--- config.mk ---
export PLATFORM = sky130hd
export DESIGN_NAME = hash_req_arbiter
export DESIGN_NICKNAME = d
export VERILOG_FILES = /design/src/rtl/hash_req_arbiter_pkg.sv /design/src/rtl/hash_req_arbiter_rr_arbiter.sv /design/src/rtl/hash_req_arbiter.sv
export SDC_FILE = /design/constraint.sdc
export NUM_CORES = 1
export LEC_CHECK = 0
export ABC_CLOCK_PERIOD_IN_PS = 6350
export BUFFER_PORTS_ARGS = -buffer_cell sky130_fd_sc_hd__buf_2
export CELL_PAD_IN_SITES_DETAIL_PLACEMENT = 1
export CELL_PAD_IN_SITES_GLOBAL_PLACEMENT = 2
export CORE_AREA = 2 2 226 228
export DETAILED_ROUTE_END_ITERATION = 8
export DIE_AREA = 0 0 228 230
export PLACE_DENSITY = 0.72
export REMOVE_ABC_BUFFERS = 1
export SETUP_SLACK_MARGIN = 0.3
export SLEW_MARGIN = 5
export SYNTH_ARGS = -nofsm -noshare
export SYNTH_HDL_FRONTEND = slang
export SYNTH_SLANG_ARGS = --single-unit
--- constraint.sdc ---
create_clock -name clk -period 6.35 [get_ports clk]
set_clock_uncertainty 0.1 [all_clocks]
set_input_delay 0.3175 -clock clk [delete_from_list [all_inputs] [get_ports clk]]
set_output_delay 0.3175 -clock clk [all_outputs]
set_load 0.01 [all_outputs]
--- src/rtl/hash_req_arbiter_pkg.sv ---
// Shared types and helpers for the hash engine request arbiter.
// Holds the FSM state encoding, CLOG2 and packed-bus slicing macros.
`ifndef HASH_REQ_ARBITER_PKG_SV
`define HASH_REQ_ARBITER_PKG_SV

`define CLOG2(x) $clog2(x)
`define HRA_SLICE(bus, idx, w) bus[int'(idx)*(w) +: (w)]

package hash_req_arbiter_pkg;

    typedef enum logic [2:0] {
        ST_IDLE,
        ST_START,
        ST_ABSORB,
        ST_SQUEEZE,
        ST_FLUSH,
        ST_RELEASE
    } hra_state_t;

    // Index reached by stepping off places past base, wrapping at n.
    function automatic int rr_wrap(input int base, input int off, input int n);
        return (base + off) % n;
    endfunction

endpackage

`endif

--- src/rtl/hash_req_arbiter_rr_arbiter.sv ---
// Combinational round-robin selector for the hash request arbiter.
// Ports: req (request vector), ptr (last winner), gnt (one-hot),
// idx (winner index), valid (any request present).
module rr_arbiter
    import hash_req_arbiter_pkg::*;
#(
    parameter int NUM_REQ = 4,
    parameter int REQ_W   = 2
) (
    input  logic [NUM_REQ-1:0] req,
    input  logic [REQ_W-1:0]   ptr,
    output logic [NUM_REQ-1:0] gnt,
    output logic [REQ_W-1:0]   idx,
    output logic               valid
);

    // Scan from farthest to nearest so the nearest requester after
    // ptr overwrites any earlier hit and wins.
    always_comb begin
        gnt   = '0;
        idx   = '0;
        valid = 1'b0;
        for (int k = NUM_REQ; k >= 1; k--) begin
            if (req[rr_wrap(int'(ptr), k, NUM_REQ)]) begin
                gnt = '0;
                gnt[rr_wrap(int'(ptr), k, NUM_REQ)] = 1'b1;
                idx   = REQ_W'(rr_wrap(int'(ptr), k, NUM_REQ));
                valid = 1'b1;
            end
        end
    end

endmodule

--- src/rtl/hash_req_arbiter.sv ---
// Shares one SHAKE engine and its message-RAM port among NUM_REQ requesters.
// Ports: clk/rst; per-requester i_req, lengths, RAM read port and output
// stream (o_grant, o_req_done, o_dout*); engine side o_hash_* / i_hash_*.
module hash_req_arbiter
    import hash_req_arbiter_pkg::*;
#(
    parameter int NUM_REQ    = 4,
    parameter int IO_WIDTH   = 32,
    parameter int ADDR_WIDTH = 4
) (
    input  logic                         clk,
    input  logic                         rst,
    input  logic [NUM_REQ-1:0]           i_req,
    input  logic [NUM_REQ*IO_WIDTH-1:0]  i_req_in_len,
    input  logic [NUM_REQ*IO_WIDTH-1:0]  i_req_out_len,
    output logic [NUM_REQ-1:0]           o_grant,
    output logic [NUM_REQ-1:0]           o_req_done,
    output logic [ADDR_WIDTH-1:0]        o_req_addr,
    output logic [NUM_REQ-1:0]           o_req_rd_en,
    input  logic [NUM_REQ*IO_WIDTH-1:0]  i_req_rdata,
    output logic [IO_WIDTH-1:0]          o_dout,
    output logic [NUM_REQ-1:0]           o_dout_valid,
    input  logic [NUM_REQ-1:0]           i_dout_ready,
    output logic                         o_hash_start,
    output logic [IO_WIDTH-1:0]          o_hash_in_len,
    output logic [IO_WIDTH-1:0]          o_hash_out_len,
    input  logic [ADDR_WIDTH-1:0]        i_hash_addr,
    input  logic                         i_hash_rd_en,
    output logic [IO_WIDTH-1:0]          o_hash_rdata,
    input  logic [IO_WIDTH-1:0]          i_hash_dout,
    input  logic                         i_hash_dout_valid,
    output logic                         o_hash_dout_ready,
    output logic                         o_hash_force_done,
    input  logic                         i_hash_force_done_ack,
    input  logic                         i_hash_done
);

    localparam int REQ_W   = `CLOG2(NUM_REQ);
    localparam int LEN_LSB = `CLOG2(IO_WIDTH);

    hra_state_t          state;
    logic [REQ_W-1:0]    ptr;
    logic [REQ_W-1:0]    gidx;
    logic [IO_WIDTH-1:0] words_left;

    logic [NUM_REQ-1:0]  arb_gnt;
    logic [REQ_W-1:0]    arb_idx;
    logic                arb_valid;

    logic [IO_WIDTH-1:0] sel_in_len;
    logic [IO_WIDTH-1:0] sel_out_len;
    logic [IO_WIDTH-1:0] sel_words;

    logic fwd;
    logic hs;
    logic last_hs;

    rr_arbiter #(
        .NUM_REQ (NUM_REQ),
        .REQ_W   (REQ_W)
    ) u_rr (
        .req   (i_req),
        .ptr   (ptr),
        .gnt   (arb_gnt),
        .idx   (arb_idx),
        .valid (arb_valid)
    );

    assign sel_in_len  = `HRA_SLICE(i_req_in_len, arb_idx, IO_WIDTH);
    assign sel_out_len = `HRA_SLICE(i_req_out_len, arb_idx, IO_WIDTH);

    // Whole words plus one more if any partial-word bits remain.
    assign sel_words = (sel_out_len >> LEN_LSB)
                     + IO_WIDTH'(|sel_out_len[LEN_LSB-1:0]);

    // The output stream is only forwarded while words are still owed,
    // so ready drops the cycle after the final handshake.
    assign fwd = (state == ST_ABSORB || state == ST_SQUEEZE)
              && (words_left != '0);
    assign hs      = fwd && i_hash_dout_valid && i_dout_ready[gidx];
    assign last_hs = hs && (words_left == IO_WIDTH'(1));

    always_comb begin
        o_req_addr        = '0;
        o_req_rd_en       = '0;
        o_hash_rdata      = '0;
        o_dout            = '0;
        o_dout_valid      = '0;
        o_hash_dout_ready = 1'b0;
        if (state == ST_ABSORB) begin
            o_req_addr        = i_hash_addr;
            o_req_rd_en[gidx] = i_hash_rd_en;
            o_hash_rdata      = `HRA_SLICE(i_req_rdata, gidx, IO_WIDTH);
        end
        if (fwd) begin
            o_dout             = i_hash_dout;
            o_dout_valid[gidx] = i_hash_dout_valid;
            o_hash_dout_ready  = i_dout_ready[gidx];
        end
    end

    always_ff @(posedge clk) begin
        if (rst) begin
            state             <= ST_IDLE;
            ptr               <= REQ_W'(NUM_REQ - 1);
            gidx              <= '0;
            words_left        <= '0;
            o_grant           <= '0;
            o_req_done        <= '0;
            o_hash_start      <= 1'b0;
            o_hash_force_done <= 1'b0;
            o_hash_in_len     <= '0;
            o_hash_out_len    <= '0;
        end else begin
            o_req_done   <= '0;
            o_hash_start <= 1'b0;
            unique case (state)
                ST_IDLE: begin
                    if (arb_valid) begin
                        gidx           <= arb_idx;
                        o_grant        <= arb_gnt;
                        o_hash_in_len  <= sel_in_len;
                        o_hash_out_len <= sel_out_len;
                        words_left     <= sel_words;
                        o_hash_start   <= 1'b1;
                        state          <= ST_START;
                    end
                end
                ST_START: begin
                    state <= ST_ABSORB;
                end
                ST_ABSORB: begin
                    if (hs) begin
                        words_left <= words_left - IO_WIDTH'(1);
                    end
                    if (last_hs || (i_hash_done && words_left == '0)) begin
                        o_hash_force_done <= 1'b1;
                        state             <= ST_FLUSH;
                    end else if (i_hash_done) begin
                        state <= ST_SQUEEZE;
                    end
                end
                ST_SQUEEZE: begin
                    if (hs) begin
                        words_left <= words_left - IO_WIDTH'(1);
                    end
                    if (last_hs) begin
                        o_hash_force_done <= 1'b1;
                        state             <= ST_FLUSH;
                    end
                end
                ST_FLUSH: begin
                    if (i_hash_force_done_ack) begin
                        o_hash_force_done <= 1'b0;
                        o_req_done        <= o_grant;
                        state             <= ST_RELEASE;
                    end
                end
                ST_RELEASE: begin
                    ptr     <= gidx;
                    o_grant <= '0;
                    state   <= ST_IDLE;
                end
                default: begin
                    state <= ST_IDLE;
                end
            endcase
        end
    end

endmodule

# --- Word-level counts from Yosys, hierarchy flattened ---
# Cells that the tools add are included.
classes:
  reduce_logical: 31
  add_sub_neg: 6
  n_eq_ne: 12
  n_mux: 58
  bitwise: 9
  n_div: 0
  shifts: 3
  magnitude_cmp: 10
  mul: 0
op_table:
  columns: ["operator", "count"]
  rows:
  - ["$shiftx A128 B8 Y32", 3]
  - ["$mux W32", 4]
  - ["$pmux W32 S2", 1]
  - ["$eq A32 B1 Y1 const B", 1]
  - ["$logic_not A32 Y1", 1]
  - ["$mux W4", 8]
  - ["$reduce_bool A32 Y1", 1]
  - ["$sub A32 B1 Y32 const B", 1]
  - ["$add A27 B1 Y28", 1]
  - ["$mux W1", 23]
  - ["$lt A3 B4 Y1 const B", 4]
  - ["$mux W3", 5]
  - ["$pmux W3 S5", 1]
  - ["$ge A3 B1 Y1 const B", 4]
  - ["$reduce_or A2 Y1", 6]
  - ["$bmux W1 S2", 5]
  - ["$demux W1 S2", 5]
  - ["$logic_and A1 B1 Y1", 10]
  - ["$and A4 B4 Y4", 2]
  - ["$mux W2", 4]
  - ["$pmux W4 S2", 1]
  - ["$reduce_and A4 Y1", 2]
  - ["$eq A3 B2 Y1 const B", 2]
  - ["$eq A3 B3 Y1 const B", 2]
  - ["other kinds (19)", 32]
totals:
  mem_count: 0
  romBits: 0
  wordCells: 139
  input_bits: 434
  out_inout_bits: 151
  latchBits: 0
  regBits: 113
  ramBits: 0

# --- Logic depth before layout (Yosys ltp) ---
logic_depth:
  ltp_word: 15
  ltp_mapped: 22
  depth_no_buf: 16

# --- Hierarchy ---
# Synthesis repeated with hierarchy kept, for this count alone.
hier_totals:
  hier_cells: 981
  hier_area_um2: 8653.3
modules_own_cells:
  columns: ["module", "area_each_um2", "n_inst", "cells_per_inst"]
  rows:
  - ["hash_req_arbiter", 8114.0, 1, 912]
  - ["rr_arbiter", 539.3, 1, 69]

# --- Worst setup path before layout ---
# No wires, ideal clock.
synth_path:
  path_kind: "register to register"
  start: "register ptr[0]"
  end: "register words_left[10]"
  path_stages_with_launch: 22
  setup_ps: 128
  arrival_ps: 4486
  required_ps: 6122
  path_slack_ps: 1637
  period_less_slack_ps: 4713
  cell_sequence: "dfxtp_1 buf_6 inv_1 ha_1 mux4_2 a21oi_1 o22a_1 buf_6 buf_6 buf_6 buf_2 buf_2 mux4_2 nor3_1 nand2_1 ha_1 ha_1 nand4_1 nor2_1 xor2_1 a221oi_1 nor2_1"
synth_via:
  elab_chain_len: 13
  elab_cells_between_ends: 31
  cone_classes: "add/sub (5); eq/ne (1); shift (1); mux (22); reduce/logical (2)"
synth_lines:
  columns: ["item", "line", "source"]
  rows:
  - ["start, declared", "hash_req_arbiter.sv:42", "logic [REQ_W-1:0] ptr;"]
  - ["start signal, assigned", "hash_req_arbiter.sv:105", "ptr <= REQ_W'(NUM_REQ - 1);"]
  - ["start signal, assigned", "hash_req_arbiter.sv:160", "ptr <= gidx;"]
  - ["$add A2 B1 Y2", "hash_req_arbiter_pkg.sv:22", "return (base + off) % n;"]
  - ["$bmux W1 S2", "hash_req_arbiter_rr_arbiter.sv:24", "if (req[rr_wrap(int'(ptr), k, NUM_REQ)]) begin"]
  - ["$mux W1 (implied by the code) (2 in a row)", "hash_req_arbiter_rr_arbiter.sv:24", null]
  - ["$mux W2 (4 in a row)", "hash_req_arbiter_rr_arbiter.sv:24", null]
  - ["$shiftx A128 B8 Y32 (no source line)", null, null]
  - ["$reduce_or A5 Y1", "hash_req_arbiter.sv:74", "+ IO_WIDTH'(|sel_out_len[LEN_LSB-1:0]);"]
  - ["$add A27 B1 Y28", "hash_req_arbiter.sv:74", null]
  - ["$mux W32", "hash_req_arbiter.sv:119", "if (arb_valid) begin"]
  - ["$pmux W32 S2", "hash_req_arbiter.sv:117", "unique case (state)"]
  - ["end signal, assigned", "hash_req_arbiter.sv:124", "words_left <= sel_words;"]
  - ["end signal, assigned", "hash_req_arbiter.sv:134", "words_left <= words_left - IO_WIDTH'(1);"]
  - ["end signal, assigned", "hash_req_arbiter.sv:145", "words_left <= words_left - IO_WIDTH'(1);"]
  - ["end, declared", "hash_req_arbiter.sv:44", "logic [IO_WIDTH-1:0] words_left;"]
# Parallel ways exist; a longest one is shown, timed or not. The select of a mux whose other input is x is not followed.
# A chain may end at the register's enable or synchronous reset.

# --- Worst setup path after layout ---
layout_path:
  start: "register ptr[0]"
  end: "register words_left[18]"
# The elaborated chain is that of the path after synthesis.

==> impl_metrics.ini <==
[finish]
syn_to_final_growth_pct = 49.7
final-seq-area_um2 = 2260
final_nets = 1954
multi_input_area_um2 = 5960
final_common_cell = buf_2
filler_cell_count = 6115
final_cell_mix = 583 x buf_2, 184 x nand2_1, 111 x dfxtp_1
drive_above_1_share_pct = 49.4

[hold_path]
min_path_type = in2reg
hold_depth = 5

[synth]
ys_types = 57
synth.avg_cell_area_um2 = 8.87
synth_flop_cell = dfxtp_1
yosysSeqAreaShare_pct = 26.4
synth_edf_count = 0
synth_top_area_share_pct = 26.5
synth-seq-cells = 113
async_flop_share_pct = 0
synth_area_leaders = mux4_2 27%, dfxtp_1 26%, nand2_1 8.1%
syn_area_um2 = 8570
yosys.area.top_type = mux4_2
synthCells = 967
synth_warnings = 0

[die]
die_w_um = 228
coreArea_um2 = 49900
ioPinCount = 585
initial_core_util_pct = 17.2
dieArea_um2 = 52400
rows = 82
die_h_um = 230

[power_and_ir_drop]
ir_worst_vdd_uv = 217
power_density_nw_per_um2 = 366
power.leakage_nw = 5.78

[sta]
fin_crit_ps = 5100
setup_viol = 0
worst_pin_slew_ps = 985
slew_headroom_pct = 34.3
max_freq_mhz = 196
whs_ps = 208
setup_tns_ps = 0
rsz0062_at_grt = false
finalHoldViolCount = 0
min_period_over_period_pct = 80.3
slew_violations = 0

[setup_path]
cpMaxStageDelayCell = dfxtp_1
cp_common_cell = ha_1
cp_num_buf_inv = 1
slowest_delay_ps = 690
worstPathRequired_ps = 6600
crit_path_start_kind = flip-flop
crit_type = reg2reg
crit_family = simple AND/OR/NAND/NOR gates
crit_arrival_ps = 5350
crit_cells = 16
rr_worst_depth = 16
path_cells = inv_1 > ha_1 > mux4_2 > nor2b_4 > nor2_1 > o22a_4 > mux4_2 > nor2_1 > nand2_1 > ha_1 > ha_1 > nand4_1 > nor4_2 > nand2_1 > xor2_1 > a211oi_1
critPathCaptureType = flip-flop
cp_max_fo = 27

[clock_tree]
worstSkewPairLatency_ps = 440
cts_tree = yes
clock_path_buffers = 2
cts-root-buf = clkbuf_16
cts.clk_slew.worst_paths_ps = 60
cts.sink_count = 113
htree_levels = 4
cts_buffers = 17
post_cts_resized = 0
post_cts_buffers = 0
ctsHoldBuffers = 1

[detailed_routing]
drc_errors = 0
vias_per_cell = 4.55
routed_wl_um = 47800
wire_per_inst_um = 21.7
postRouteAntennaNets = 0
drtIter0Drc = 290
dr.pass1.iters = 4
via_count = 10000

[placed_design]
io_buffers = 584
routabilityCongestion = 1.05
hpwl_um = 39300

[grt]
antenna_found_initial = 15
grt_first_pass_wirelength_um = 68600
grtUsageTotal_pct = 17.7
grt-ovfl-total = 0
grt_max_degree = 80
grt_pass1_vias = 10500

[status]
outcome = finished clean

[run]
maxCapViolations = 0
## worst register-to-register path, delay by kind of cell (launching register included)
family | cells | cell delay (ps)
xor gates and xnor gates | 1 | 160
buffers and inverters | 1 | 230
DFF | 1 | 690
muxes | 2 | 900
adders and majority gates | 3 | 1020
AOI/OAI and AO/OA | 2 | 590
and+or+nand+nor | 7 | 1330
## flip-flops by register name, indices dropped and copies added (netlist names), 2 cells and up
signal,cells
state,3
o_req_done,4
words_left,32
gidx,2
o_hash_out_len,32
o_hash_in_len,32
o_grant,4
ptr,2
## where the power goes
group | internal (mW) | leakage, nW | switching, mW
Sequential | 0.952 | 0.932 | 0.183
Clock | 0.729 | 0.319 | 0.383
Combinational | 0.941 | 4.53 | 1.50
## logic make-up (layout without fill, tap and decap cells)
logic type                 after synthesis  count (layout)  synth area share [%]
AOI/OAI and AO/OA                      184             184                  12.3
xor gates and xnor gates                25              25                  2.55
adders and majority gates               12              12                  1.75
buffers and inverters                   89             643                  4.54
DFF                                    113             113                  26.4
muxes                                  111             111                  27.7
other                                    0               6                     0
and+or+nand+nor                        433             433                  24.7
## routing by layer
metal	routed length, um	GRT usage [%]
met2	26300	34.7
met4	2060	9.01
met1	16300	16.9
met5	80	0
met3	3060	4.66
## cell type report
| class | instances | share of cell area (%) |
|---|---|---|
| tap | 672 | 6.55 |
| clock inverter | 12 | 1.59 |
| inverter | 13 | 0.380 |
| timing repair buffer | 598 | 23.6 |
| antenna | 6 | 0.117 |
| clock buffer | 20 | 3.64 |
| sequential | 113 | 17.6 |
| multi-input combinational | 765 | 46.4 |
## through the flow
stage | setup slack (ps) | power, mW | area, um2 | utilization (%) | instances
6_report | 1250 | 4.69 | 12800 | 25.7 | 2199
5_1_grt | 830 | 5.05 | 12800 | 25.7 | 2197
4_1_cts | 1230 | 4.81 | 12800 | 25.7 | 2193
3_5_place_dp | 1250 | 3.66 | 12100 | 24.3 | 2160
3_3_place_gp | 1440 | 3.61 | 12100 | 24.3 | 2160
2_1_floorplan | 83.8 | 2.59 | 8230 | - | 891
## worst paths after layout
path | from | endpoint | slack [ps]
setup / recovery | ptr[0]$_SDFFE_PP1P_ | words_left[18]$_SDFFE_PP0P_ | 1250
hold / removal | i_hash_done | state[0]$_SDFFE_PP0P_ | 210
setup reg to reg | ptr[0]$_SDFFE_PP1P_ | words_left[18]$_SDFFE_PP0P_ | 1250
hold reg to reg | o_hash_out_len[21]$_SDFFE_PP0P_ | o_hash_out_len[21]$_SDFFE_PP0P_ | 350
## synth_stat cells (5+ instances only)
library cell / number
o22ai_1: 7
nand3_1: 18
mux4_2: 101
nor3b_1: 5
xnor2_1: 11
a22oi_1: 7
nor4_1: 11
mux2i_1: 8
buf_2: 14
nor3_1: 24
and2_1: 78
nand4_1: 5
nand2_1: 185
buf_1: 5
a21oi_1: 97
o21ai_0: 33
nor2_1: 64
ha_1: 12
inv_1: 13
clkbuf_1: 51
or4_1: 5
dfxtp_1: 113
xor2_1: 14
a211oi_1: 8
a31oi_1: 6
and3_1: 8
Note: power is estimated with default switching activity, not from simulation.
